==> src/rtl/s_to_p_pkg.sv <==
// ---------------------------------------------------------------------------
// s_to_p_pkg : shared helpers for the framed serial-to-parallel block
// Rev 1.0 - initial release
// ---------------------------------------------------------------------------
`default_nettype none

package s_to_p_pkg;

  function automatic int count_width(input int lanes);
    return $clog2(lanes + 1);
  endfunction

  // Reverses the low 'bits' bits of idx.
  function automatic int unsigned bitrev(input int unsigned idx, input int bits);
    int unsigned r;
    r = '0;
    for (int b = 0; b < bits; b++) begin
      r[bits-1-b] = idx[b];
    end
    return r;
  endfunction

endpackage

`default_nettype wire

==> src/rtl/s_to_p_out_reg.sv <==
// ---------------------------------------------------------------------------
// s_to_p_out_reg : output frame holding register with valid/ready handshake
// Rev 1.0 - initial release
// ---------------------------------------------------------------------------
`default_nettype none

module s_to_p_out_reg #(
  parameter int                 DATA_W   = 32,
  parameter int                 COUNT_W  = 3,
  parameter logic [DATA_W-1:0]  RST_DATA = '0
) (
  input  logic               clk,
  input  logic               rst,
  input  logic               i_load,
  input  logic [DATA_W-1:0]  i_frame,
  input  logic [COUNT_W-1:0] i_count,
  input  logic               i_last,
  input  logic               i_out_ready,
  output logic               o_in_ready,
  output logic [DATA_W-1:0]  o_data,
  output logic               o_valid,
  output logic [COUNT_W-1:0] o_count,
  output logic               o_last
);

  logic [DATA_W-1:0]  r_data;
  logic               r_valid;
  logic [COUNT_W-1:0] r_count;
  logic               r_last;

  assign o_in_ready = !r_valid || i_out_ready;

  // A load on the same edge as a consume replaces the frame and keeps valid high.
  always_ff @(posedge clk or posedge rst) begin
    if (rst) begin
      r_data  <= RST_DATA;
      r_valid <= 1'b0;
      r_count <= '0;
      r_last  <= 1'b0;
    end else if (i_load) begin
      r_data  <= i_frame;
      r_valid <= 1'b1;
      r_count <= i_count;
      r_last  <= i_last;
    end else if (r_valid && i_out_ready) begin
      r_valid <= 1'b0;
    end
  end

  assign o_data  = r_data;
  assign o_valid = r_valid;
  assign o_count = r_count;
  assign o_last  = r_last;

endmodule

`default_nettype wire

==> src/rtl/s_to_p_framed.sv <==
// ---------------------------------------------------------------------------
// s_to_p_framed : packs IN_WIDTH-bit words into OUT_WIDTH-lane frames,
// closing short frames on i_last. Optional macro S_TO_P_BITREV_EN.
// Rev 1.0 - initial release
// ---------------------------------------------------------------------------
`default_nettype none

module s_to_p_framed
  import s_to_p_pkg::*;
#(
  parameter int                  IN_WIDTH  = 8,
  parameter int                  OUT_WIDTH = 4,
  parameter logic [IN_WIDTH-1:0] PAD_VALUE = '0
) (
  input  logic                                clk,
  input  logic                                rst,
  input  logic [IN_WIDTH-1:0]                 i_data,
  input  logic                                i_valid,
  output logic                                i_ready,
  input  logic                                i_last,
  output logic [IN_WIDTH*OUT_WIDTH-1:0]       o_data,
  output logic                                o_valid,
  input  logic                                o_ready,
  output logic                                o_last,
  output logic [count_width(OUT_WIDTH)-1:0]   o_count
);

  localparam int c_idx_w   = $clog2(OUT_WIDTH);
  localparam int c_cnt_w   = count_width(OUT_WIDTH);
  localparam int c_frame_w = IN_WIDTH * OUT_WIDTH;
  localparam logic [c_frame_w-1:0] c_pad_frame = {OUT_WIDTH{PAD_VALUE}};

  logic [c_idx_w-1:0]   r_cnt;
  logic [c_frame_w-1:0] r_lanes;
  logic [c_idx_w-1:0]   w_lane;
  logic [c_frame_w-1:0] w_frame;
  logic [c_cnt_w-1:0]   w_count;
  logic                 w_accept;
  logic                 w_done;

`ifdef S_TO_P_BITREV_EN
  if ((1 << c_idx_w) != OUT_WIDTH) begin : g_pow2_check
    $error("OUT_WIDTH must be a power of two with bit-reversed lane order");
  end
  assign w_lane = c_idx_w'(bitrev(32'(r_cnt), c_idx_w));
`else
  assign w_lane = r_cnt;
`endif

  assign w_accept = i_valid && i_ready;
  assign w_done   = w_accept && ((r_cnt == c_idx_w'(OUT_WIDTH - 1)) || i_last);
  assign w_count  = c_cnt_w'(r_cnt) + c_cnt_w'(1);

  // Collected lanes with the incoming word merged into its target lane.
  for (genvar k = 0; k < OUT_WIDTH; k++) begin : g_lane
    assign w_frame[k*IN_WIDTH +: IN_WIDTH] =
      (w_lane == c_idx_w'(k)) ? i_data : r_lanes[k*IN_WIDTH +: IN_WIDTH];
  end

  always_ff @(posedge clk or posedge rst) begin
    if (rst) begin
      r_cnt   <= '0;
      r_lanes <= c_pad_frame;
    end else if (w_accept) begin
      if (w_done) begin
        r_cnt   <= '0;
        r_lanes <= c_pad_frame;
      end else begin
        r_cnt   <= r_cnt + c_idx_w'(1);
        r_lanes <= w_frame;
      end
    end
  end

  s_to_p_out_reg #(
    .DATA_W   (c_frame_w),
    .COUNT_W  (c_cnt_w),
    .RST_DATA (c_pad_frame)
  ) u_out_reg (
    .clk         (clk),
    .rst         (rst),
    .i_load      (w_done),
    .i_frame     (w_frame),
    .i_count     (w_count),
    .i_last      (i_last),
    .i_out_ready (o_ready),
    .o_in_ready  (i_ready),
    .o_data      (o_data),
    .o_valid     (o_valid),
    .o_count     (o_count),
    .o_last      (o_last)
  );

endmodule

`default_nettype wire

==> config.mk <==
export PLATFORM = sky130hd
export DESIGN_NAME = s_to_p_framed
export DESIGN_NICKNAME = d
export VERILOG_FILES = /design/src/rtl/s_to_p_pkg.sv /design/src/rtl/s_to_p_out_reg.sv /design/src/rtl/s_to_p_framed.sv
export SDC_FILE = /design/constraint.sdc
export NUM_CORES = 1
export LEC_CHECK = 0
export ABC_AREA = 0
export CAP_MARGIN = 0
export CORE_ASPECT_RATIO = 1.75
export CORE_MARGIN = 8
export CORE_UTILIZATION = 50
export CTS_CLUSTER_SIZE = 40
export DETAILED_ROUTE_END_ITERATION = 10
export PLACE_DENSITY = 0.76
export SETUP_SLACK_MARGIN = 0.02
export SLEW_MARGIN = 20
export SYNTH_ARGS = -nofsm -noshare
export SYNTH_HDL_FRONTEND = slang
export SYNTH_SLANG_ARGS = --single-unit
==> constraint.sdc <==
create_clock -name clk -period 2.78 [get_ports clk]
set_input_delay 0.278 -clock clk [delete_from_list [all_inputs] [get_ports clk]]
set_output_delay 0.278 -clock clk [all_outputs]
set_load 0.03 [all_outputs]
==> impl_metrics.toml, run 1 <==
[sta]
finalSetupViolCount = 0
max_freq_mhz = 506
finClkSkew_ns = 0.00944
hold_viol_final = 0
maxSlewViolCount = 0
finalCritPeriodShare_pct = 71.0
layout_min_cycle_time_ns = 1.98
setup_tns_ns = 0
slew_headroom_pct = 68.1
setup_ws_ns = 0.805
rsz0062_at_grt = "no"
worstMarginPinSlew_ns = 0.479

[logic_synthesis]
synthCells = 208
synth_most_common_cell = "dfrtp_1"
synthArstFlopShare_pct = 100
syn_area_per_cell_um2 = 14.7
synth_top_area_cell = "dfrtp_1"
synth_edf_count = 0
yosys.area.top_type_share_pct = 58.0
syn_nets = 225
yosysWarnings = 0
synth-seq-cells = 71
ys.flop_type = "dfrtp_1"
synth_area_um2 = 3060
ys_types = 22
yosys-top-cells-count = "dfrtp_1, mux2_2, a22o_1"
synthTopCellsByArea = "dfrtp_1, mux2_2, a22o_1, and2_1, ha_1"
yosysSeqAreaShare_pct = 58.0

[critical_path]
cp.arrival_ns = 2.20
r2r-start = "r_cnt[0]"
r2r_cells = 5
cp_data_required_time_ns = 3.00
timing.rr.end = "u_out_reg.o_data[26]"
critPathBufInv = 1
worstPathCellList = "ha_1, nor2_1, nand3b_4, buf_12, mux2_2"
startpoint_type = "flip-flop"
cp-startpoint = "r_cnt[0]"
path_depth = 5
slowest_delay_ns = 0.40
path_max_fanout = 26
rrSetupSlack_ns = 0.80
end_kind = "flip-flop"
endpoint = "u_out_reg.o_data[26]"
critical-path-slowest-cell = "dfrtp_1"
worstSetupPathType = "flip-flop to flip-flop"
critPathTopFamily = "simple AND/OR/NAND/NOR gates"

[placed_design]
gp_congestion = 0.864
portBuffers = 50
preCtsSetupSlack_ns = 0.621
dp.final_hpwl_um = 4620

[detailed_routing]
drc = 0
dr.pass1.iters = 4
drt-total-wl_um = 6620
vias = 1925
route.detailed.wl_per_inst_um = 19.0
via_per_inst = 5.52
postRouteAntennaNets = 0
first_iter_violations = 136

[global_route]
grt_pass1_wl_um = 10800
grt_remaining_overflow = 0
grt_max_degree = 33
grt_pass1_vias = 1972
antenna_found_initial = 0
grt_use_total_pct = 16.4

[cells_and_area]
syn_to_final_growth_pct = 26.1
layout.nets = 281
antenna_cells = 0
drive_above_1_share_pct = 33.5

[hold_path]
min_path_type = "primary input to async pin"

[clocking]
htreeDepth = 3
root_buffer = "clkbuf_8"
clk_pin_slew_ns = 0.07
cts_buffers = 9
cts_tree = "yes"
numClockSinks = 71
post-cts-setup-buffer-count = 0
insertion_delay_ns = 0.35
ctsHoldBuffers = 0
clockBufferDepth = 2
cts_resized = 0

[die]
rows = 38
dieArea_um2 = 8990
coreArea_um2 = 6090
dieHeight_um = 120
io_pins = 51
die_width_um = 75.2
start_util_pct = 50.3

[power]
irDropWorstVdd_mv = 0.450
power.density_nw_per_um2 = 862
leakagePower_nw = 1.83

[outcome]
status = "complete, no violations"

[job]
max_cap_viol_count = 0
## layout by cell type (no fill, tap or decap)
| cell | n |
|---|---|
| dfrtp_1 | 71 |
| mux2_2 | 64 |
| clkdlybuf4s50_1 | 50 |
| a22o_1 | 26 |
| clkbuf_8 | 13 |
| and2_1 | 9 |
| buf_4 | 6 |
| ha_1 | 4 |
| and4_1 | 3 |
| o311ai_1 | 3 |
| clkinv_2 | 3 |
| inv_1 | 2 |
| nand4_1 | 2 |
| o21ai_0 | 2 |
| mux2_1 | 2 |
| nand3_1 | 2 |
| buf_12 | 2 |
| nor2_1 | 1 |
| nand2b_1 | 1 |
| nand3b_4 | 1 |
| inv_2 | 1 |
| nand2_1 | 1 |
## area by class of cell
type                    instances  area [um^2]
fillers                       516         2220
inverters                       3         11.3
flip-flops and latches         71         1780
well taps                      80          100
clock buffers                  13          179
repair buffers                 58          586
clock inverters                 3         15.0
multi-input cells             121         1200
## registers in the layout, indices dropped and copies added, names as in the netlist
signal             cells
u_out_reg.o_valid      1
r_lanes               32
r_cnt                  2
u_out_reg.o_count      3
u_out_reg.o_data      32
u_out_reg.o_last       1
## metrics by stage
step                instances  hold slack (ns)  area (um^2)  utilization [%]  power, mW
floorplan                 208            0.418         3060                -       2.12
global placement          333            0.464         3670             60.3       2.57
detailed placement        333            0.467         3670             60.3       2.59
CTS                       349            0.238         3860             63.5       3.38
global route              349            0.280         3860             63.5       3.49
finish                    349            0.253         3860             63.5       3.33
## where the power goes
group          switching, mW  total, mW  leakage, nW  internal (mW)
sequential             0.120       1.37        0.947           1.25
combinational          0.613       1.19        0.775          0.573
clock                  0.359      0.776        0.105          0.417
total                   1.09       3.33         1.83           2.24
## layer usage
layer  up-vias  routed length [um]  track usage, %
met5         -                   0               0
met4         0                 163            9.08
met3        10                 276            3.84
met2        42                3410            25.1
li1        880                   -               -
met1       993                2770            20.4
## cell families (layout without fill, tap and decap cells)
| kind of cell | Yosys count | after routing | synth area share (%) |
|---|---|---|---|
| AO/OA/AOI/OAI | 31 | 31 | 8.62 |
| adder cells (fa/ha/maj) | 4 | 4 | 1.63 |
| buffers and inverters | 16 | 77 | 2.94 |
| flip-flops | 71 | 71 | 58.0 |
| multiplexers | 66 | 66 | 24.3 |
| AND/OR/NAND/NOR | 20 | 20 | 4.53 |
## worst min-delay path by stage
| stage | depth (start not counted) | slack, ns | end | startpoint |
|---|---|---|---|---|
| after floorplan | 1 | 0.42 | u_out_reg.o_last | i_last |
| after global placement | 1 | 0.46 | r_lanes[27] | r_lanes[27] |
| after detailed placement | 1 | 0.47 | r_lanes[29] | r_lanes[29] |
| after CTS | 2 | 0.24 | r_lanes[26] | rst |
| after global routing | 2 | 0.28 | r_cnt[1] | rst |
| final | 2 | 0.25 | r_cnt[1] | rst |
No activity file was read; power rests on OpenSTA's default activity.
==> run 2, diff against run 1 <==
clock period = 2 ns   (was 2.78 ns; I/O delays follow)
==> run 2 against run 1 <==
  * First-iteration DRC count is 49% higher
  * Register-to-register slack worse by 0.60 ns
  * Core utilization is 0.66 points higher
  * Critical endpoint is now u_out_reg.o_data[18]
  * Global-route usage is 0.67 points lower
  * Non-clock buffer count is 4 higher
  * Worst setup slack worse by 0.60 ns
  * Clock skew is 0.0017 ns lower
  * Fmax is 10% higher
  * Clock-buffer cell count is 1 lower
  * Routed wire length is 2.5% lower
  * Largest power group unchanged
  * Sequential cell count stayed put
==> impl_metrics.toml, run 2 (same netlist as run 1, synthesis figures left out) <==
[die]
rows = 38
coreArea_um2 = 6090
die_width_um = 75.2
start_util_pct = 50.3
io_pins = 51
dieArea_um2 = 8990
dieHeight_um = 120

[sta]
finalCritPeriodShare_pct = 89.7
rsz0062_at_grt = "no"
slew_headroom_pct = 69.0
layout_min_cycle_time_ns = 1.79
worstMarginPinSlew_ns = 0.465
hold_viol_final = 0
setup_tns_ns = 0
maxSlewViolCount = 0
max_freq_mhz = 557
finalSetupViolCount = 0
finClkSkew_ns = 0.00770

[cells_and_area]
drive_above_1_share_pct = 34.1
layout_common_cells = "dfrtp_1, mux2_2, clkdlybuf4s50_1, a22o_1"
layout.nets = 285
layout_commonest_cell = "dfrtp_1"
syn_to_final_growth_pct = 27.5
antenna_cells = 0
num-fill-cells = 513

[job]
max_cap_viol_count = 0

[global_route]
grt_pass1_vias = 2063
grt_pass1_wl_um = 10600
grt_use_total_pct = 15.7
antenna_found_initial = 0
grt_max_degree = 72
grt_remaining_overflow = 0

[clocking]
cts_resized = 0
clk_pin_slew_ns = 0.07
root_buffer = "clkbuf_8"
clockBufferDepth = 2
insertion_delay_ns = 0.34
htreeDepth = 3
ctsHoldBuffers = 0
post-cts-setup-buffer-count = 0
numClockSinks = 71
cts_buffers = 9
cts_tree = "yes"

[placed_design]
dp.final_hpwl_um = 4460
portBuffers = 50
gp_congestion = 0.786

[critical_path]
cp_data_required_time_ns = 2.23
timing.rr.end = "u_out_reg.o_data[18]"
cp.arrival_ns = 2.02
worstSetupPathType = "flip-flop to flip-flop"
r2r_cells = 4
startpoint_type = "flip-flop"
r2r-start = "r_cnt[0]"
rrSetupSlack_ns = 0.21
path_max_fanout = 10
end_kind = "flip-flop"

[power]
power.density_nw_per_um2 = 1190
leakagePower_nw = 1.84
p_total_mw = 4.66
irDropWorstVdd_mv = 0.671

[detailed_routing]
drc = 0
via_per_inst = 5.37
route.detailed.wl_per_inst_um = 18.3
first_iter_violations = 202
drt-total-wl_um = 6460
postRouteAntennaNets = 0
dr.pass1.iters = 4
vias = 1894

[hold_path]
min_path_type = "primary input to async pin"

[outcome]
status = "complete, no violations"
-- run 2: cell count changes in the layout (fill, tap and decap cells not counted) --
cell             delta
clkbuf_1            +2
buf_12              +1
inv_2               -1
clkdlybuf4s50_1     -1
buf_4               +4
clkbuf_8            -3
clkinvlp_4          +1
bufinv_16           +1
-- run 2: per-stage QoR --
step / cell area [um^2] / hold WS [ns] / instances / utilization (%) / worst slack [ns]
after global placement: 3710 / 0.465 / 337 / 61.0 / 0.230
final: 3900 / 0.298 / 353 / 64.1 / 0.206
after floorplan: 3070 / 0.340 / 208 / - / 0.328
after detailed placement: 3710 / 0.467 / 337 / 61.0 / 0.149
after CTS: 3900 / 0.316 / 353 / 64.1 / 0.202
after global routing: 3900 / 0.331 / 353 / 64.1 / 0.113
-- run 2: worst max path at each step --
| stage | cells after the start | end | from |
|---|---|---|---|
| 5_1_grt | 4 | u_out_reg.o_data[17] | r_cnt[0] |
| 3_3_place_gp | 4 | u_out_reg.o_data[17] | r_cnt[0] |
| 2_1_floorplan | 5 | u_out_reg.o_data[21] | r_cnt[0] |
| 4_1_cts | 4 | u_out_reg.o_data[17] | r_cnt[0] |
| 3_5_place_dp | 5 | r_lanes[5] | o_ready |
| 6_report | 4 | u_out_reg.o_data[18] | r_cnt[0] |
-- run 2: routing by layer --
| layer | track usage, % | routed length (um) | vias up |
|---|---|---|---|
| li1 | - | - | 886 |
| met1 | 19.8 | 2800 | 963 |
| met2 | 24.0 | 3250 | 37 |
| met3 | 5.10 | 289 | 8 |
| met4 | 6.17 | 117 | 0 |
| met5 | 0 | 0 | - |
-- run 2: worst max-delay path, stage by stage (launching register included) --
cell	delay (ns)
dfrtp_1	0.40
inv_1	0.15
ha_1	0.47
mux2_2	0.40
mux2_2	0.26
-- run 2: final cells by class --
cell class,instances,area (um^2),share of cell area (%)
Sequential cell,71,1780,45.5
Multi-Input combinational cell,121,1200,30.6
Timing Repair Buffer,62,626,16.0
Clock buffer,12,145,3.72
Tap cell,80,100,2.56
Clock inverter,4,45.0,1.15
Inverter,3,15.0,0.385
-- run 2: where the power goes --
group	total, mW	internal, mW	leakage, nW	switching, mW
Sequential	1.90	1.74	0.947	0.161
Combinational	1.66	0.809	0.795	0.851
Clock	1.10	0.605	0.100	0.500
Total	4.66	3.15	1.84	1.51
==> run 3, diff against run 2 <==
CORE_MARGIN = not set   (was 8)
==> run 3 against run 2 <==
  * Non-clock buffer count unchanged
  * Routed wire length down 7.1%
  * Worst setup slack worse by 0.024 ns
  * Clock skew down 0.0018 ns
  * Cell area about the same
  * Die area down 28%
  * Hold slack worse by 0.063 ns
  * Total power down 0.66%
  * Sequential share of layout area about the same
  * Sequential cell count unchanged
  * Combinational power about the same
  * Fmax down 1.3%
==> impl_metrics.toml, run 3 (same netlist as run 1, synthesis figures left out) <==
[die]
rows = 37
io_pins = 51
coreArea_um2 = 5880
die_width_um = 61.2
dieArea_um2 = 6460
start_util_pct = 52.1
dieHeight_um = 106

[clocking]
clockBufferDepth = 2
cts_resized = 0
ctsHoldBuffers = 0
cts_buffers = 9
root_buffer = "clkbuf_8"
insertion_delay_ns = 0.35
htreeDepth = 3
clk_pin_slew_ns = 0.07
numClockSinks = 71
cts_tree = "yes"
post-cts-setup-buffer-count = 0

[sta]
finalCritPeriodShare_pct = 90.9
rsz0062_at_grt = "no"
finalSetupViolCount = 0
finClkSkew_ns = 0.00594
slew_headroom_pct = 34.0
max_freq_mhz = 550
worstMarginPinSlew_ns = 0.975
layout_min_cycle_time_ns = 1.82
maxSlewViolCount = 0
setup_tns_ns = 0
hold_viol_final = 0

[cells_and_area]
layout_common_cells = "dfrtp_1, mux2_2, clkdlybuf4s50_1, a22o_1, clkbuf_8"
syn_to_final_growth_pct = 27.5
layout_commonest_cell = "dfrtp_1"
num-fill-cells = 457
drive_above_1_share_pct = 34.8
antenna_cells = 0
final_area_um2 = 3910
layout.nets = 285
utilization_pct = 66.4

[placed_design]
gp_congestion = 0.841
dp.final_hpwl_um = 4130
placed_area_um2 = 3710
portBuffers = 50

[global_route]
antenna_found_initial = 0
grt_max_degree = 35
grt_use_total_pct = 21.9
grt_pass1_vias = 1903
grt_pass1_wl_um = 9800
grt_remaining_overflow = 0

[detailed_routing]
via_per_inst = 5.44
drt-total-wl_um = 6000
route.detailed.wl_per_inst_um = 17.1
dr.pass1.iters = 4
vias = 1909
first_iter_violations = 49
drc = 0
postRouteAntennaNets = 0

[power]
leakagePower_nw = 1.85
power.density_nw_per_um2 = 1190
irDropWorstVdd_mv = 0.706
p_total_mw = 4.63

[job]
max_cap_viol_count = 0

[critical_path]
path_max_fanout = 8
cp.arrival_ns = 2.11
end_kind = "flip-flop"
worstSetupPathType = "flip-flop to flip-flop"
startpoint_type = "flip-flop"
cp_data_required_time_ns = 2.29

[outcome]
status = "complete, no violations"

[hold_path]
min_path_type = "primary input to async pin"
## run 3: stage by stage
step	worst slack, ns	std cells	hold WS (ns)
5_1_grt	0.0641	351	0.269
6_report	0.181	351	0.235
2_1_floorplan	0.328	208	0.340
3_3_place_gp	0.187	335	0.465
4_1_cts	0.197	351	0.236
3_5_place_dp	0.176	335	0.470
## run 3: per-layer routing
metal  share of wire (%)  vias up  track usage, %
met5                   0        -               0
met4                 2.2        0            9.74
met3                 3.6        9            7.24
met2                  49       47            32.1
met1                  45      973            29.0
li1                    -      880               -
## run 3: layout make-up
class                           count  area, um^2  area share [%]
Clock buffer                       13         179            4.58
Timing Repair Buffer               62         626            16.0
Tap cell                           78        97.6            2.50
Sequential cell                    71        1780            45.5
Multi-Input combinational cell    121        1200            30.6
Inverter                            3        15.0           0.384
Clock inverter                      3        15.0           0.384
## run 3: critical path: stages, from the launching register on
cell and delay (ns):
dfrtp_1 0.37, inv_1 0.12, ha_1 0.23, o311ai_1 0.80
a22o_1 0.24
## run 3: where the power goes
part           internal, mW  leakage (nW)  switching, mW
registers              1.74         0.947          0.158
clock network         0.579         0.105          0.510
logic                 0.810         0.794          0.838
total                  3.13          1.85           1.51
## run 3: final timing paths
check,start,end,slack [ns],depth (start not counted)
worst min register to register,r_lanes[24],r_lanes[24],0.48,1
worst max-delay path,r_cnt[0],r_lanes[5],0.18,4
worst min-delay path,rst,r_lanes[4],0.23,2
worst max register to register,r_cnt[0],r_lanes[5],0.18,4
min in group clk,r_lanes[24],r_lanes[24],0.48,1
max in group asynchronous,rst,u_out_reg.o_data[19],1.26,3
